$ cat src/rtl/riscv_pkg.sv
// riscv_pkg: shared RV32I encoding types and constants used by the
// instruction encoder/loader and its field packer.
package riscv_pkg;

  // Instruction formats as presented on the fmt input; codes 6 and 7 are illegal.
  typedef enum logic [2:0] {
    FMT_R = 3'd0,
    FMT_I = 3'd1,
    FMT_S = 3'd2,
    FMT_B = 3'd3,
    FMT_U = 3'd4,
    FMT_J = 3'd5
  } fmt_e;

  // Load-session sequencing states.
  typedef enum logic [1:0] {
    ST_IDLE,
    ST_LOAD,
    ST_FLUSH,
    ST_DONE
  } load_state_e;

  // addi x0,x0,0 -- written in place of any word whose format is illegal.
  localparam logic [31:0] NOP_WORD = 32'h0000_0013;

  // Base opcodes of RV32I.
  localparam logic [6:0] OPC_LUI    = 7'h37;
  localparam logic [6:0] OPC_AUIPC  = 7'h17;
  localparam logic [6:0] OPC_JAL    = 7'h6F;
  localparam logic [6:0] OPC_JALR   = 7'h67;
  localparam logic [6:0] OPC_BRANCH = 7'h63;
  localparam logic [6:0] OPC_LOAD   = 7'h03;
  localparam logic [6:0] OPC_STORE  = 7'h23;
  localparam logic [6:0] OPC_OP_IMM = 7'h13;
  localparam logic [6:0] OPC_OP     = 7'h33;

endpackage

$ cat src/rtl/instr_field_packer.sv
// instr_field_packer: purely combinational RV32I field packer. Turns one set of
// instruction fields into a 32-bit word, flags an illegal format and, when
// ENC_RANGE_CHECK_EN is defined, flags an immediate the format cannot represent.
module instr_field_packer
  import riscv_pkg::*;
(
  input  logic [2:0]  fmt_i,
  input  logic [6:0]  opcode_i,
  input  logic [4:0]  rd_i,
  input  logic [4:0]  rs1_i,
  input  logic [4:0]  rs2_i,
  input  logic [2:0]  func3_i,
  input  logic [6:0]  func7_i,
  input  logic [31:0] imm_i,
  output logic [31:0] word_o,
  output logic        fmtIllegal_o
`ifdef ENC_RANGE_CHECK_EN
  ,
  output logic        immBad_o
`endif
);

  // Scatter the fields into their bit positions; unknown formats become a NOP.
  always_comb begin
    word_o       = NOP_WORD;
    fmtIllegal_o = 1'b0;
    case (fmt_i)
      FMT_R: word_o = {func7_i, rs2_i, rs1_i, func3_i, rd_i, opcode_i};
      FMT_I: word_o = {imm_i[11:0], rs1_i, func3_i, rd_i, opcode_i};
      FMT_S: word_o = {imm_i[11:5], rs2_i, rs1_i, func3_i, imm_i[4:0], opcode_i};
      FMT_B: word_o = {imm_i[12], imm_i[10:5], rs2_i, rs1_i, func3_i,
                       imm_i[4:1], imm_i[11], opcode_i};
      FMT_U: word_o = {imm_i[31:12], rd_i, opcode_i};
      FMT_J: word_o = {imm_i[20], imm_i[10:1], imm_i[11], imm_i[19:12],
                       rd_i, opcode_i};
      default: begin
        word_o       = NOP_WORD;
        fmtIllegal_o = 1'b1;
      end
    endcase
  end

`ifdef ENC_RANGE_CHECK_EN
  logic signed [31:0] immSigned;
  assign immSigned = $signed(imm_i);

  // Flag immediates that would lose bits or alignment when packed.
  always_comb begin
    immBad_o = 1'b0;
    case (fmt_i)
      FMT_I, FMT_S: immBad_o = (immSigned < -32'sd2048) || (immSigned > 32'sd2047);
      FMT_B:        immBad_o = (immSigned < -32'sd4096) || (immSigned > 32'sd4094)
                               || imm_i[0];
      FMT_J:        immBad_o = (immSigned < -32'sd1048576) || (immSigned > 32'sd1048574)
                               || imm_i[0];
      FMT_U:        immBad_o = (imm_i[11:0] != 12'd0);
      default:      immBad_o = 1'b0;
    endcase
  end
`endif

endmodule

$ cat src/rtl/instr_encoder_loader.sv
// instr_encoder_loader: accepts RV32I field sets over a valid/ready handshake,
// encodes each into a 32-bit word and writes the words to consecutive
// instruction-memory addresses. Optional immediate range checking is compiled
// in with the ENC_RANGE_CHECK_EN macro; without it err_imm is tied low.
module instr_encoder_loader
  import riscv_pkg::*;
#(
  parameter int ADDR_W    = 10,
  parameter int MAX_WORDS = 1024
) (
  input  logic              clk,
  input  logic              reset,
  input  logic              start,
  input  logic [ADDR_W-1:0] base_addr,
  input  logic              in_valid,
  output logic              in_ready,
  input  logic              in_last,
  input  logic [2:0]        fmt,
  input  logic [6:0]        opcode,
  input  logic [4:0]        rd,
  input  logic [4:0]        rs1,
  input  logic [4:0]        rs2,
  input  logic [2:0]        func3,
  input  logic [6:0]        func7,
  input  logic [31:0]       imm,
  output logic              imem_we,
  output logic [ADDR_W-1:0] imem_addr,
  output logic [31:0]       imem_wdata,
  output logic              busy,
  output logic              done,
  output logic [ADDR_W:0]   word_count,
  output logic              err_fmt,
  output logic              err_imm
);

  localparam logic [ADDR_W:0]   CNT_ONE = (ADDR_W+1)'(1);
  localparam logic [ADDR_W:0]   CNT_MAX = (ADDR_W+1)'(MAX_WORDS);
  localparam logic [ADDR_W-1:0] PTR_ONE = ADDR_W'(1);

  load_state_e       state_q, state_d;
  logic [ADDR_W-1:0] writePtr_q;
  logic [ADDR_W-1:0] memAddr_q;
  logic [31:0]       memData_q;
  logic              memWe_q;
  logic [ADDR_W:0]   wordCount_q;
  logic              errFmt_q;

  logic [31:0]       packedWord;
  logic              fmtIllegal;
  logic              handshake;
  logic              sessionStart;
  logic              finalWord;

`ifdef ENC_RANGE_CHECK_EN
  logic              immBad;
  logic              errImm_q;
`endif

  instr_field_packer u_packer (
    .fmt_i        (fmt),
    .opcode_i     (opcode),
    .rd_i         (rd),
    .rs1_i        (rs1),
    .rs2_i        (rs2),
    .func3_i      (func3),
    .func7_i      (func7),
    .imm_i        (imm),
    .word_o       (packedWord),
    .fmtIllegal_o (fmtIllegal)
`ifdef ENC_RANGE_CHECK_EN
    ,
    .immBad_o     (immBad)
`endif
  );

  assign in_ready     = (state_q == ST_LOAD);
  assign handshake    = in_valid & in_ready;
  assign sessionStart = (state_q == ST_IDLE) & start;
  // The session ends on an explicit last word or when this word fills the quota.
  assign finalWord    = in_last | ((wordCount_q + CNT_ONE) == CNT_MAX);

  // Session state register; reset abandons any session in progress.
  always_ff @(posedge clk) begin
    if (reset) begin
      state_q <= ST_IDLE;
    end else begin
      state_q <= state_d;
    end
  end

  // Session sequencing: wait for start, load words, let the last write retire, pulse done.
  always_comb begin
    state_d = state_q;
    case (state_q)
      ST_IDLE:  if (start) state_d = ST_LOAD;
      ST_LOAD:  if (handshake && finalWord) state_d = ST_FLUSH;
      ST_FLUSH: state_d = ST_DONE;
      ST_DONE:  state_d = ST_IDLE;
      default:  state_d = ST_IDLE;
    endcase
  end

  // Output write stage, write pointer, counter and sticky format error.
  always_ff @(posedge clk) begin
    if (reset) begin
      memWe_q     <= 1'b0;
      memAddr_q   <= '0;
      memData_q   <= '0;
      writePtr_q  <= '0;
      wordCount_q <= '0;
      errFmt_q    <= 1'b0;
    end else begin
      memWe_q <= handshake;
      if (sessionStart) begin
        writePtr_q  <= base_addr;
        wordCount_q <= '0;
        errFmt_q    <= 1'b0;
      end
      if (handshake) begin
        memAddr_q   <= writePtr_q;
        memData_q   <= packedWord;
        writePtr_q  <= writePtr_q + PTR_ONE;
        wordCount_q <= wordCount_q + CNT_ONE;
        if (fmtIllegal) errFmt_q <= 1'b1;
      end
    end
  end

`ifdef ENC_RANGE_CHECK_EN
  // Sticky immediate range error, cleared when a new session starts.
  always_ff @(posedge clk) begin
    if (reset) begin
      errImm_q <= 1'b0;
    end else if (sessionStart) begin
      errImm_q <= 1'b0;
    end else if (handshake && immBad) begin
      errImm_q <= 1'b1;
    end
  end

  assign err_imm = errImm_q;
`else
  assign err_imm = 1'b0;
`endif

  assign imem_we    = memWe_q;
  assign imem_addr  = memAddr_q;
  assign imem_wdata = memData_q;
  assign word_count = wordCount_q;
  assign err_fmt    = errFmt_q;
  assign busy       = (state_q == ST_LOAD) | (state_q == ST_FLUSH);
  assign done       = (state_q == ST_DONE);

endmodule

$ cat config.mk
export PLATFORM = sky130hd
export DESIGN_NAME = instr_encoder_loader
export DESIGN_NICKNAME = d
export VERILOG_FILES = /design/src/rtl/riscv_pkg.sv /design/src/rtl/instr_field_packer.sv /design/src/rtl/instr_encoder_loader.sv
export SDC_FILE = /design/constraint.sdc
export NUM_CORES = 1
export LEC_CHECK = 0
export CORE_MARGIN = 1.5
export CORE_UTILIZATION = 30
export DETAILED_ROUTE_END_ITERATION = 8
export PLACE_DENSITY = 0.57
export SYNTH_ARGS = -nofsm -noshare
export SYNTH_HDL_FRONTEND = slang
export SYNTH_HIERARCHICAL = 1
export SYNTH_SLANG_ARGS = --single-unit
$ cat constraint.sdc
create_clock -name clk -period 4.6 [get_ports clk]
set_input_delay 0.92 -clock clk [delete_from_list [all_inputs] [get_ports clk]]
set_output_delay 0.92 -clock clk [all_outputs]
set_load 0.005 [all_outputs]
# --- Word level (Yosys, flattened, before mapping) ---
# Index checks and enable logic that the tools add are counted.
# Widths: inputs -> output; s select.
word_totals:
  mem_bits_ro: 0
  ram_bits: 0
  register_bits: 67
  mem_count: 0
  latch_bits: 0
  output_inout_bits: 59
classes:
  muxes: 11
  n_shift: 0
  mul: 0
  bitwise_logic: 4
  add_sub_neg: 2
  div_mod_pow: 0
  n_reduce_logical: 6
  order_cmp: 0
  n_eq_ne: 11
op_table:
  columns: ["cell", "count"]
  rows:
  - ["$pmux 32 s6", 1]
  - ["$mux 11", 2]
  - ["$mux 10", 2]
  - ["$add 11x1->11 const B", 1]
  - ["$eq 11x11->1 const B", 1]
  - ["$add 10x1->10 const B", 1]
  - ["$pmux 2 s4", 1]
  - ["$eq 3x2->1 const B", 2]
  - ["$eq 3x3->1 const B", 2]
  - ["$reduce_or 6->1", 1]
  - ["$eq 2x2->1 const B", 2]
  - ["$mux 2", 2]
  - ["$eq 3x1->1 const B", 1]
  - ["$logic_not 3->1", 1]
  - ["$mux 1", 3]
  - ["$and 1x1->1", 2]
  - ["$eq 2x1->1 const B", 1]
  - ["$logic_not 2->1", 1]
  - ["$ne 2x1->1 const B", 1]
  - ["$ne 2x2->1 const B", 1]
  - ["$or 1x1->1", 2]
  - ["$reduce_and 2->1", 1]
  - ["$reduce_bool 2->1", 1]
  - ["$logic_and 1x1->1", 1]

# --- Longest topological paths before layout ---
# Gate-level depths: netlist of the first run.
depth:
  depth_word: 6
  ltp_mapped: 9
  mapped_depth_nobuf: 7

# --- Modules after synthesis ---
# Netlist of the first run, hierarchy kept.
by_module_without_submodules:
  columns: ["module", "n_inst", "cells_each", "area_per_inst_um2", "seq_area_each_um2"]
  rows:
  - ["instr_encoder_loader", 1, 358, 2866.5, 1341.3]
  - ["instr_field_packer", 1, 88, 598.1, 0.0]

# --- Worst setup path before layout of the first run ---
# Ideal clock, no wire load.
synth_path:
  path_type: "input to register"
  from: "input port in_valid"
  to: "register writePtr_q[7]"
  slack_ns: 2.651
  t_required_ns: 4.522
  t_arrival_ns: 1.872
  stages: 6
  cell_sequence: "and2_1 buf_2 nor2_2 nor2_1 mux2_2 nor3_1"
synth_between:
  elab_chain_len: 2
  word_cells_on_any_way: 3
  cone_classes: "1 x mux; 1 x bitwise; 1 x reduce/logical"
synth_lines:
  columns: ["element", "line_no", "rtl"]
  rows:
  - ["start: declaration", "instr_encoder_loader.sv:15", "input logic in_valid,"]
  - ["$and 1x1->1 *", "instr_encoder_loader.sv:77", "assign handshake = in_valid & in_ready;"]
  - ["$mux 10 or $reduce_bool 2->1 (tied branches)", null, null]
  - ["end signal: assignment", "instr_encoder_loader.sv:115", "writePtr_q <= base_addr;"]
  - ["end signal: assignment", "instr_encoder_loader.sv:122", "writePtr_q <= writePtr_q + PTR_ONE;"]
  - ["end: declaration", "instr_encoder_loader.sv:41", "logic [ADDR_W-1:0] writePtr_q;"]
# Every way passes the cells marked *; elsewhere a longest branch is shown, timed or not.
# A chain may end at the register's enable or synchronous reset.

# --- Final worst setup path of the first run ---
layout_path:
  from: "input port fmt[2]"
  to: "register memData_q[27], in the netlist imem_wdata[27]"
layout_between:
  elab_chain_len: 2
  word_cells_on_any_way: 7
  cone_classes: "5 x eq/ne; 1 x mux; 1 x reduce/logical"
layout_lines:
  columns: ["element", "line_no", "rtl"]
  rows:
  - ["start: declaration", "instr_encoder_loader.sv:18", "input logic [2:0] fmt,"]
  - ["$eq 3x3->1 (tied with other cells)", "instr_field_packer.sv:27", "case (fmt_i)"]
  - ["$pmux 32 s6 *", "instr_field_packer.sv:27", null]
  - ["named net packedWord[27]", "instr_encoder_loader.sv:48", "logic [31:0] packedWord;"]
  - ["end signal: assignment", "instr_encoder_loader.sv:121", "memData_q <= packedWord;"]
  - ["end: declaration", "instr_encoder_loader.sv:43", "logic [31:0] memData_q;"]
# Mark *: on every way through the listed nets, which the timed path passes. The rest lies on a longest branch.

==> results.tsv, run 1 <==
metric	value	unit
path_cells	clkdlybuf4s50_1, nor2b_1, a22oi_1, o22ai_1, nand2_1, a21oi_1	
criticalPathCategory	input port to flop	
grt_max_degree	44	
root_buffer	clkbuf_16	
slew_headroom	44.9	%
globalRoute.totalOverflow	0	
cp_max_fo	22	
netlist_area	3460	µm²
avgSynthCellArea	7.77	µm²
synth_seq_cells	67	
clkTransAtPathRegs	0.05	ns
cts_resized	0	
p_clk_share	33.8	%
fin_nets	658	
crit_end	imem_wdata[27]	
p_sw_share	31.2	%
r2r_cells	7	
p_int	1360	µW
cp.arrival	3.12	ns
synth_simple_gate_area_share	24.6	%
core-area	11300	µm²
synth_edf_count	0	
cts_buffers	9	
fp.dieH	110	µm
tightest_slew	0.826	ns
port-buffer-count	139	
synth_fa_ha_area_share	2.53	%
drc	0	
synth_compound_area_share	24.6	%
cts_hold_buf	0	
yosys.area_share.xor_xnor	0	%
grt_pass1_wl	17.0	mm
syn_nets	535	
critPathLaunch	fmt[2]	
cts_sinks	67	
clock_skew	0.00519	ns
vias_per_cell	5.08	
min_period_over_period	62.5	%
post-route-cell-area	5180	µm²
htreeDepth	3	
tritoncts	done	
p_comb_share	31.0	%
finalWirelength	10.7	mm
synthCells	446	
first_pass_iters	4	
netSwitchingPower	616	µW
slew_violations	0	
hold_path_class	flop to flop	
dr_total_vias	3630	
pwr-share-seq	35.2	%
drive_above_1_share	6.64	%
setup_ws	1.72	ns
power_density	381	nW/µm²
synth_cell_types	56	
ir_drop	0.000151	V
hold_viol_final	0	
gp_congestion	0.896	
synth.area.mux_share	3.47	%
slowest_delay	0.99	ns
insertion_delay	0.32	ns
crit_path_top_delay_cell	clkdlybuf4s50_1	
start_util	30.6	%
ys_seq_area_share	38.7	%
synth_top_flop_cell	dfxtp_1	
antenna_found_initial	0	
r2r_end	writePtr_q[4]	
fin_tns_setup	0	ns
place_area	4890	µm²
rr_startpoint	state_q[1]	
wl_per_cell	15.0	µm
p_leak	0.00186	µW
syn_to_final_growth	49.5	%
dieWidth	110	µm
synth_top_family_by_area	simple AND/OR/NAND/NOR gates	
r2r_slack	2.34	ns
track_usage	17.1	%
async_reset_ff_share	0	%
cap_violations	0	
antenna_cells	0	
cts_setup_buffers	0	
pre_cts_slack	1.43	ns
num_rows	39	
period_needed	2.88	ns
worstPathRequired	4.85	ns
cts_buffer_depth	2	
ios	141	
max_freq	348	MHz
drt_iter0_drc	168	
critPathLaunchType	input port	
setup_viol	0	
hpwl	7.75	mm
die-area	12200	µm²
end_kind	flop	
grt_pass1_vias	3478	
yosys_warnings	6	
rsz0062_at_grt	false	
status	finished clean	
ant_nets	0	
==> power by group through the flow <==
stage               combinational [µW]  sequential [µW]  clock [µW]
floorplan                          353              697           0
global placement                   605              703           0
detailed placement                 615              706           0
CTS                                619              694         683
global route                       676              704         704
finish                             611              694         667
==> synth_stat cells, types with 3 or more instances <==
cell | n | area, µm²
buf_1 | 4 | 15.0
dfxtp_1 | 67 | 1340
nand3_1 | 5 | 25.0
nand4_1 | 5 | 31.3
and2_1 | 5 | 31.3
a211oi_1 | 3 | 22.5
or2b_2 | 3 | 26.3
clkbuf_1 | 15 | 56.3
a22o_1 | 6 | 52.6
ha_1 | 7 | 87.6
a311oi_1 | 3 | 26.3
inv_1 | 13 | 48.8
mux2_2 | 4 | 45.0
nor2_1 | 29 | 109
a21oi_1 | 58 | 290
mux2i_1 | 6 | 60.1
and3_1 | 6 | 37.5
o2bb2ai_1 | 4 | 35.0
a22oi_1 | 20 | 150
o21ai_0 | 18 | 90.1
nand2_1 | 109 | 409
buf_2 | 5 | 25.0
nand2b_1 | 4 | 25.0
o22ai_1 | 7 | 43.8
==> kinds of logic (layout without fill, tap and decap cells) <==
| family | count (synthesis) | count (layout) |
|---|---|---|
| AO/OA/AOI/OAI | 133 | 133 |
| adder cells (fa/ha/maj) | 7 | 7 |
| buffers and inverters | 43 | 169 |
| flip-flops | 67 | 67 |
| multiplexers | 11 | 11 |
| other | 1 | 1 |
| AND/OR/NAND/NOR | 184 | 184 |
==> state kept, by name, indices dropped and copies added (netlist names) <==
| signal | cells |
|---|---|
| imem_wdata | 32 |
| imem_we | 1 |
| word_count | 11 |
| err_fmt | 1 |
| writePtr_q | 10 |
| state_q | 2 |
| imem_addr | 10 |
==> how the worst min path moves through the flow <==
stage	from	end	slack, ns	cells past startpoint
after floorplan	writePtr_q[9]	imem_addr[9]	0.44	2
after global placement	imem_wdata[0]	imem_wdata[0]	0.44	2
after detailed placement	imem_addr[5]	imem_addr[5]	0.45	2
after CTS	imem_addr[5]	imem_addr[5]	0.46	2
after global routing	imem_wdata[27]	imem_wdata[27]	0.48	2
final	imem_addr[5]	imem_addr[5]	0.45	2
==> per-stage QoR <==
stage,power [µW],hold slack [ns],utilization (%),cells
4_1_cts,2000,0.456,45.7,715
3_5_place_dp,1320,0.449,43.2,701
5_1_grt,2080,0.476,45.7,715
3_3_place_gp,1310,0.442,43.2,701
2_1_floorplan,1050,0.443,-,446
6_report,1970,0.452,45.7,715
==> final cells by class <==
cell class	count	area (µm²)
flip-flops and latches	67	1340
well taps	143	179
clock buffers	12	246
fillers	1154	6140
multi-input cells	336	1920
clock inverters	2	37.5
inverters	13	48.8
repair buffers	142	1410
==> worst max-delay path, delay by kind of cell <==
family                 cells  cell delay [ns]
AO/OA/AOI/OAI              3             0.53
buffers and inverters      1             0.99
AND/OR/NAND/NOR            2             0.69
==> per-layer routing <==
metal | global-route usage [%] | vias up | part of all wire [%]
met3 | 4.50 | 16 | 7.9
li1 | - | 1800 | -
met5 | 0 | - | 0
met1 | 20.9 | 1669 | 44
met4 | 6.67 | 0 | 1.9
met2 | 28.7 | 145 | 46
==> placed cells by master (no fill, tap or decap), types with 5 or more instances in the layout <==
| master | count |
|---|---|
| a21oi_1 | 58 |
| clkdlybuf4s50_1 | 138 |
| nor2_1 | 29 |
| a22oi_1 | 20 |
| o21ai_0 | 18 |
| mux2i_1 | 6 |
| dfxtp_1 | 67 |
| o22ai_1 | 7 |
| inv_1 | 13 |
| nand3_1 | 5 |
| a22o_1 | 6 |
| nand4_1 | 5 |
| and3_1 | 6 |
| ha_1 | 7 |
| nand2_1 | 108 |
| clkbuf_16 | 9 |
Note: power is estimated with default switching activity, not from simulation.
==> run 2, diff against run 1 <==
clock period = 2.9 ns   (was 4.6 ns; I/O delays follow)
==> run 2 against run 1 <==
  * Sequential power up 59%
  * Via count down 0.63%
  * Flip-flop and latch count unchanged
  * Non-clock buffer count up 6
  * Clock-buffer cell count up 1
  * Largest cell class unchanged
  * Design area up 1.0%
  * Setup slack worse by 1.0 ns
  * Clock power up 53%
  * Die area unchanged
  * Clock skew up 0.0030 ns
  * Critical endpoint is now busy
==> results.tsv, run 2 (synthesis results as in run 1) <==
metric	value	unit	change
globalRoute.totalOverflow	0		unchanged
max_freq	458	MHz	
first_pass_iters	6		was 4
cts_hold_buf	0		unchanged
setup_viol	0		unchanged
rsz0062_at_grt	false		unchanged
mostFrequentLayoutCells	138 x clkdlybuf4s50_1, 108 x nand2_1, 67 x dfxtp_1		unchanged
finalWirelength	10.8	mm	was 10.7 mm
core-area	11300	µm²	unchanged
fin_nets	664		was 658
fillers	1137		was 1,154
syn_to_final_growth	51.0	%	was 49.5%
slew_headroom	57.5	%	was 44.9%
cts_buffer_depth	2		unchanged
drc	0		unchanged
post-route-cell-area	5230	µm²	was 5180 µm²
htreeDepth	3		unchanged
fp.dieH	110	µm	unchanged
worstPathRequired	2.32	ns	was 4.85 ns
status	finished clean		unchanged
largest_register_ffs	32		unchanged
multi_input_area	1920	µm²	unchanged
critPathLaunchType	flop		was input port
start_util	30.6	%	unchanged
netSwitchingPower	988	µW	was 616 µW
period_needed	2.18	ns	
track_usage	17.7	%	was 17.1%
hold_viol_final	0		unchanged
dieWidth	110	µm	unchanged
wl_per_cell	15.0	µm	about the same
die-area	12200	µm²	unchanged
antenna_found_initial	0		unchanged
vias_per_cell	5.00		was 5.08
crit_path_top_delay_cell	clkdlybuf4s50_1		unchanged
insertion_delay	0.33	ns	was 0.32 ns
hold_path_class	flop to flop		unchanged
gp_congestion	0.839		was 0.896
pwr-share-seq	35.2	%	about the same
drive_above_1_share	7.94	%	was 6.64%
place_area	4950	µm²	was 4890 µm²
clock_skew	0.00821	ns	was 0.00519 ns
clkTransAtPathRegs	0.05	ns	about the same
port-buffer-count	139		unchanged
ir_drop	0.000343	V	was 0.000151 V
grt_pass1_wl	17.5	mm	was 17.0 mm
seqCellArea	1340	µm²	unchanged
cts_setup_buffers	0		unchanged
min_period_over_period	75.2	%	
final_common_cell	clkdlybuf4s50_1		unchanged
cap_violations	0		unchanged
slew_violations	0		unchanged
cts_sinks	67		unchanged
path_buf_inv	2		was 1
num_rows	39		unchanged
slowest_delay	0.50	ns	was 0.99 ns
grt_pass1_vias	3514		was 3,478
dr_total_vias	3607		was 3,630
p_int	2140	µW	was 1360 µW
ant_nets	0		unchanged
p_leak	0.00190	µW	was 0.00186 µW
criticalPathCategory	flop to output port		was input port to flop
p_sw_share	31.6	%	was 31.2%
crit_family	buffers and inverters		unchanged
p_comb_share	32.0	%	was 31.0%
cts_resized	0		unchanged
antenna_cells	0		unchanged
tightest_slew	0.636	ns	was 0.826 ns
path_cells	inv_1, ha_1, clkdlybuf4s50_1		was clkdlybuf4s50_1, nor2b_1, a22oi_1, o22ai_1, nand2_1, a21oi_1
end_kind	output port		was flop
tritoncts	done		unchanged
cp_max_fo	4		was 22
root_buffer	clkbuf_16		unchanged
drt_iter0_drc	140		was 168
ios	141		unchanged
fin_tns_setup	0	ns	unchanged
cts_buffers	9		unchanged
hpwl	8.01	mm	was 7.75 mm
cp.arrival	1.60	ns	was 3.12 ns
grt_max_degree	43		was 44
power_density	597	nW/µm²	was 381 nW/µm²
p_clk_share	32.7	%	was 33.8%
[run 2: path summary, 6_finish.rpt]
path	from	depth (start not counted)	slack [ns]	to
max	state_q[0]	3	0.72	busy
min	imem_wdata[1]	2	0.45	imem_wdata[1]
max reg2reg	word_count[0]	6	0.83	state_q[1]
min reg2reg	imem_wdata[1]	2	0.45	imem_wdata[1]
[run 2: per-layer routing]
layer | routed length (µm) | vias up | track usage [%]
met4 | 100 | 0 | 5.38
met2 | 4940 | 134 | 28.7
li1 | - | 1820 | -
met5 | 0 | - | 0
met3 | 960 | 7 | 6.37
met1 | 4800 | 1646 | 22.0
[run 2: layout make-up]
type | instances | area share, %
clock buffer | 13 | 5.16
clock inverter | 2 | 0.191
inverter | 13 | 0.933
multi-input combinational | 336 | 36.6
sequential | 67 | 25.6
tap | 143 | 3.42
timing repair buffer | 148 | 28.0
[run 2: metrics by stage]
step           power [µW]  hold WS, ns  std cells  setup WS [ns]  utilization, %
2_1_floorplan        1670        0.443        446           1.08               -
3_3_place_gp         2100        0.442        707          0.572            43.7
3_5_place_dp         2120        0.445        707          0.534            43.7
4_1_cts              3160        0.455        722          0.682            46.2
5_1_grt              3320        0.470        722          0.637            46.2
6_report             3120        0.451        722          0.718            46.2
[run 2: worst register-to-register path, stage by stage (launching register included)]
cell and delay (ns):
dfxtp_1 0.48, ha_1 0.31, nand3_4 0.13, or3_4 0.42, o31ai_4 0.20, a2bb2oi_2 0.24
mux2i_1 0.22
[run 2: power by group through the flow]
stage / Sequential (µW) / Clock (µW) / Combinational, µW
5_1_grt: 1110 / 1100 / 1100
3_3_place_gp: 1110 / 0 / 990
3_5_place_dp: 1120 / 0 / 1000
2_1_floorplan: 1110 / 0 / 560
6_report: 1100 / 1020 / 1000
4_1_cts: 1100 / 1050 / 1010
==> run 3, diff against run 2 <==
PLACE_DENSITY = 0.6   (was 0.57)
clock period = 2 ns   (was 2.9 ns; I/O delays follow)
==> run 3 against run 2 <==
  * Sequential share of layout area fell by 0.98 points
  * First-iteration DRC count fell by 11%
  * Non-clock buffer count rose by 21
  * Design area rose by 4.2%
  * Setup slack got worse by 0.66 ns
  * Sequential power rose by 45%
  * Critical endpoint unchanged
  * Largest cell class unchanged
==> results.tsv, run 3 (synthesis results as in run 1) <==
metric	value	unit	change
max_freq	515	MHz	
insertion_delay	0.33	ns	about the same
cts_sinks	67		unchanged
grt_pass1_vias	3637		was 3,514
finalWirelength	10.9	mm	was 10.8 mm
status	finished clean		unchanged
syn_to_final_growth	57.3	%	was 51.0%
num_rows	39		unchanged
wl_per_cell	14.7	µm	was 15.0 µm
antenna_found_initial	0		unchanged
start_util	30.6	%	unchanged
cts_hold_buf	0		unchanged
cts_buffers	9		unchanged
final_cell_count_no_fill	744		was 722
fillers	1158		was 1,137
slew_violations	0		unchanged
gp_congestion	0.893		was 0.839
dp.cells	726		was 707
cp_max_fo	3		was 4
drc	0		unchanged
ant_nets	0		unchanged
dieWidth	110	µm	unchanged
power_density	871	nW/µm²	was 597 nW/µm²
drt_iter0_drc	125		was 140
setup_viol	0		unchanged
htreeDepth	3		unchanged
hold_viol_final	0		unchanged
first_pass_iters	4		was 6
grt_max_degree	29		was 43
end_kind	output port		unchanged
worstPathRequired	1.60	ns	was 2.32 ns
cap_violations	0		unchanged
mostFrequentLayoutCells	138 x clkdlybuf4s50_1, 108 x nand2_1, 65 x dfxtp_1		was 138 x clkdlybuf4s50_1, 108 x nand2_1, 67 x dfxtp_1
hpwl	8.37	mm	was 8.01 mm
p_leak	0.00203	µW	was 0.00190 µW
port-buffer-count	139		unchanged
track_usage	18.1	%	was 17.7%
vias_per_cell	5.00		about the same
final_common_cell	clkdlybuf4s50_1		unchanged
critPathLaunchType	flop		unchanged
largest_register_ffs	32		unchanged
criticalPathCategory	flop to output port		unchanged
cp.arrival	1.54	ns	was 1.60 ns
cts_buffer_depth	2		unchanged
ios	141		unchanged
antenna_cells	0		unchanged
die-area	12200	µm²	unchanged
core-area	11300	µm²	unchanged
hold_path_class	flop to flop		unchanged
clkTransAtPathRegs	0.06	ns	was 0.05 ns
tritoncts	done		unchanged
period_needed	1.94	ns	
fin_nets	685		was 664
ir_drop	0.000440	V	was 0.000343 V
globalRoute.totalOverflow	0		unchanged
drive_above_1_share	11.8	%	was 7.94%
grt_pass1_wl	18.0	mm	was 17.5 mm
clock_skew	0.00740	ns	was 0.00821 ns
fp.dieH	110	µm	unchanged
utilization	48.2	%	was 46.2%
min_period_over_period	97.1	%	
root_buffer	clkbuf_16		unchanged
dr_total_vias	3719		was 3,607
rsz0062_at_grt	false		unchanged
run 3: changes by cell type in the layout (fill, tap and decap cells not counted), moves of 2 or more:
cell / change
clkbuf_8: +3
dfxtp_2: +2
buf_12: +2
buf_4: +19
clkinv_2: -2
dfxtp_1: -2
run 3: report_power, final:
group,internal (µW),switching (µW),total (µW)
clock network,1040,559,1600
registers,1480,108,1590
logic,773,780,1550
run 3: repair_timing:
| action | CTS | global route |
|---|---|---|
| setup endpoints to repair | 1 | 2 |
| gates resized for setup | 2 | 1 |
| setup buffers | 0 | 2 |
run 3: metal layers:
metal,vias up,routed length [µm],track usage [%]
li1,1863,-,-
met1,1693,4790,21.8
met2,149,5080,29.8
met3,14,921,6.09
met4,0,160,6.75
met5,-,0,0
run 3: worst paths after layout:
check | start | to | slack (ns) | depth (start not counted)
setup / recovery | state_q[0] | busy | 0.06 | 3
hold / removal | imem_wdata[0] | imem_wdata[0] | 0.45 | 2
setup reg to reg | word_count[0] | state_q[1] | 0.09 | 6
hold reg to reg | imem_wdata[0] | imem_wdata[0] | 0.45 | 2
run 3: cell type report:
| cell class | instances | area (µm²) | share of cell area, % |
|---|---|---|---|
| inverters | 13 | 48.8 | 0.895 |
| clock buffers | 16 | 312 | 5.71 |
| multi-input cells | 336 | 1920 | 35.2 |
| repair buffers | 169 | 1650 | 30.3 |
| well taps | 143 | 179 | 3.28 |
| flip-flops and latches | 67 | 1340 | 24.7 |
run 3: worst max-delay path, stage by stage, from the launching register on:
cell and delay, ns:
dfxtp_2 0.35, inv_1 0.08, ha_1 0.29, clkdlybuf4s50_1 0.50
run 3: metrics by stage:
stage          hold slack [ns]  worst slack [ns]  area [µm²]  total power [µW]  TNS (ns)
2_1_floorplan            0.443             0.176        3460              2410         0
3_5_place_dp             0.447          -0.00415        5120              3150  -0.00415
3_3_place_gp             0.442            0.0821        5120              3120         0
6_report                 0.452            0.0583        5450              4750         0
4_1_cts                  0.454            0.0276        5430              4780         0
5_1_grt                  0.471          0.000347        5450              5030         0
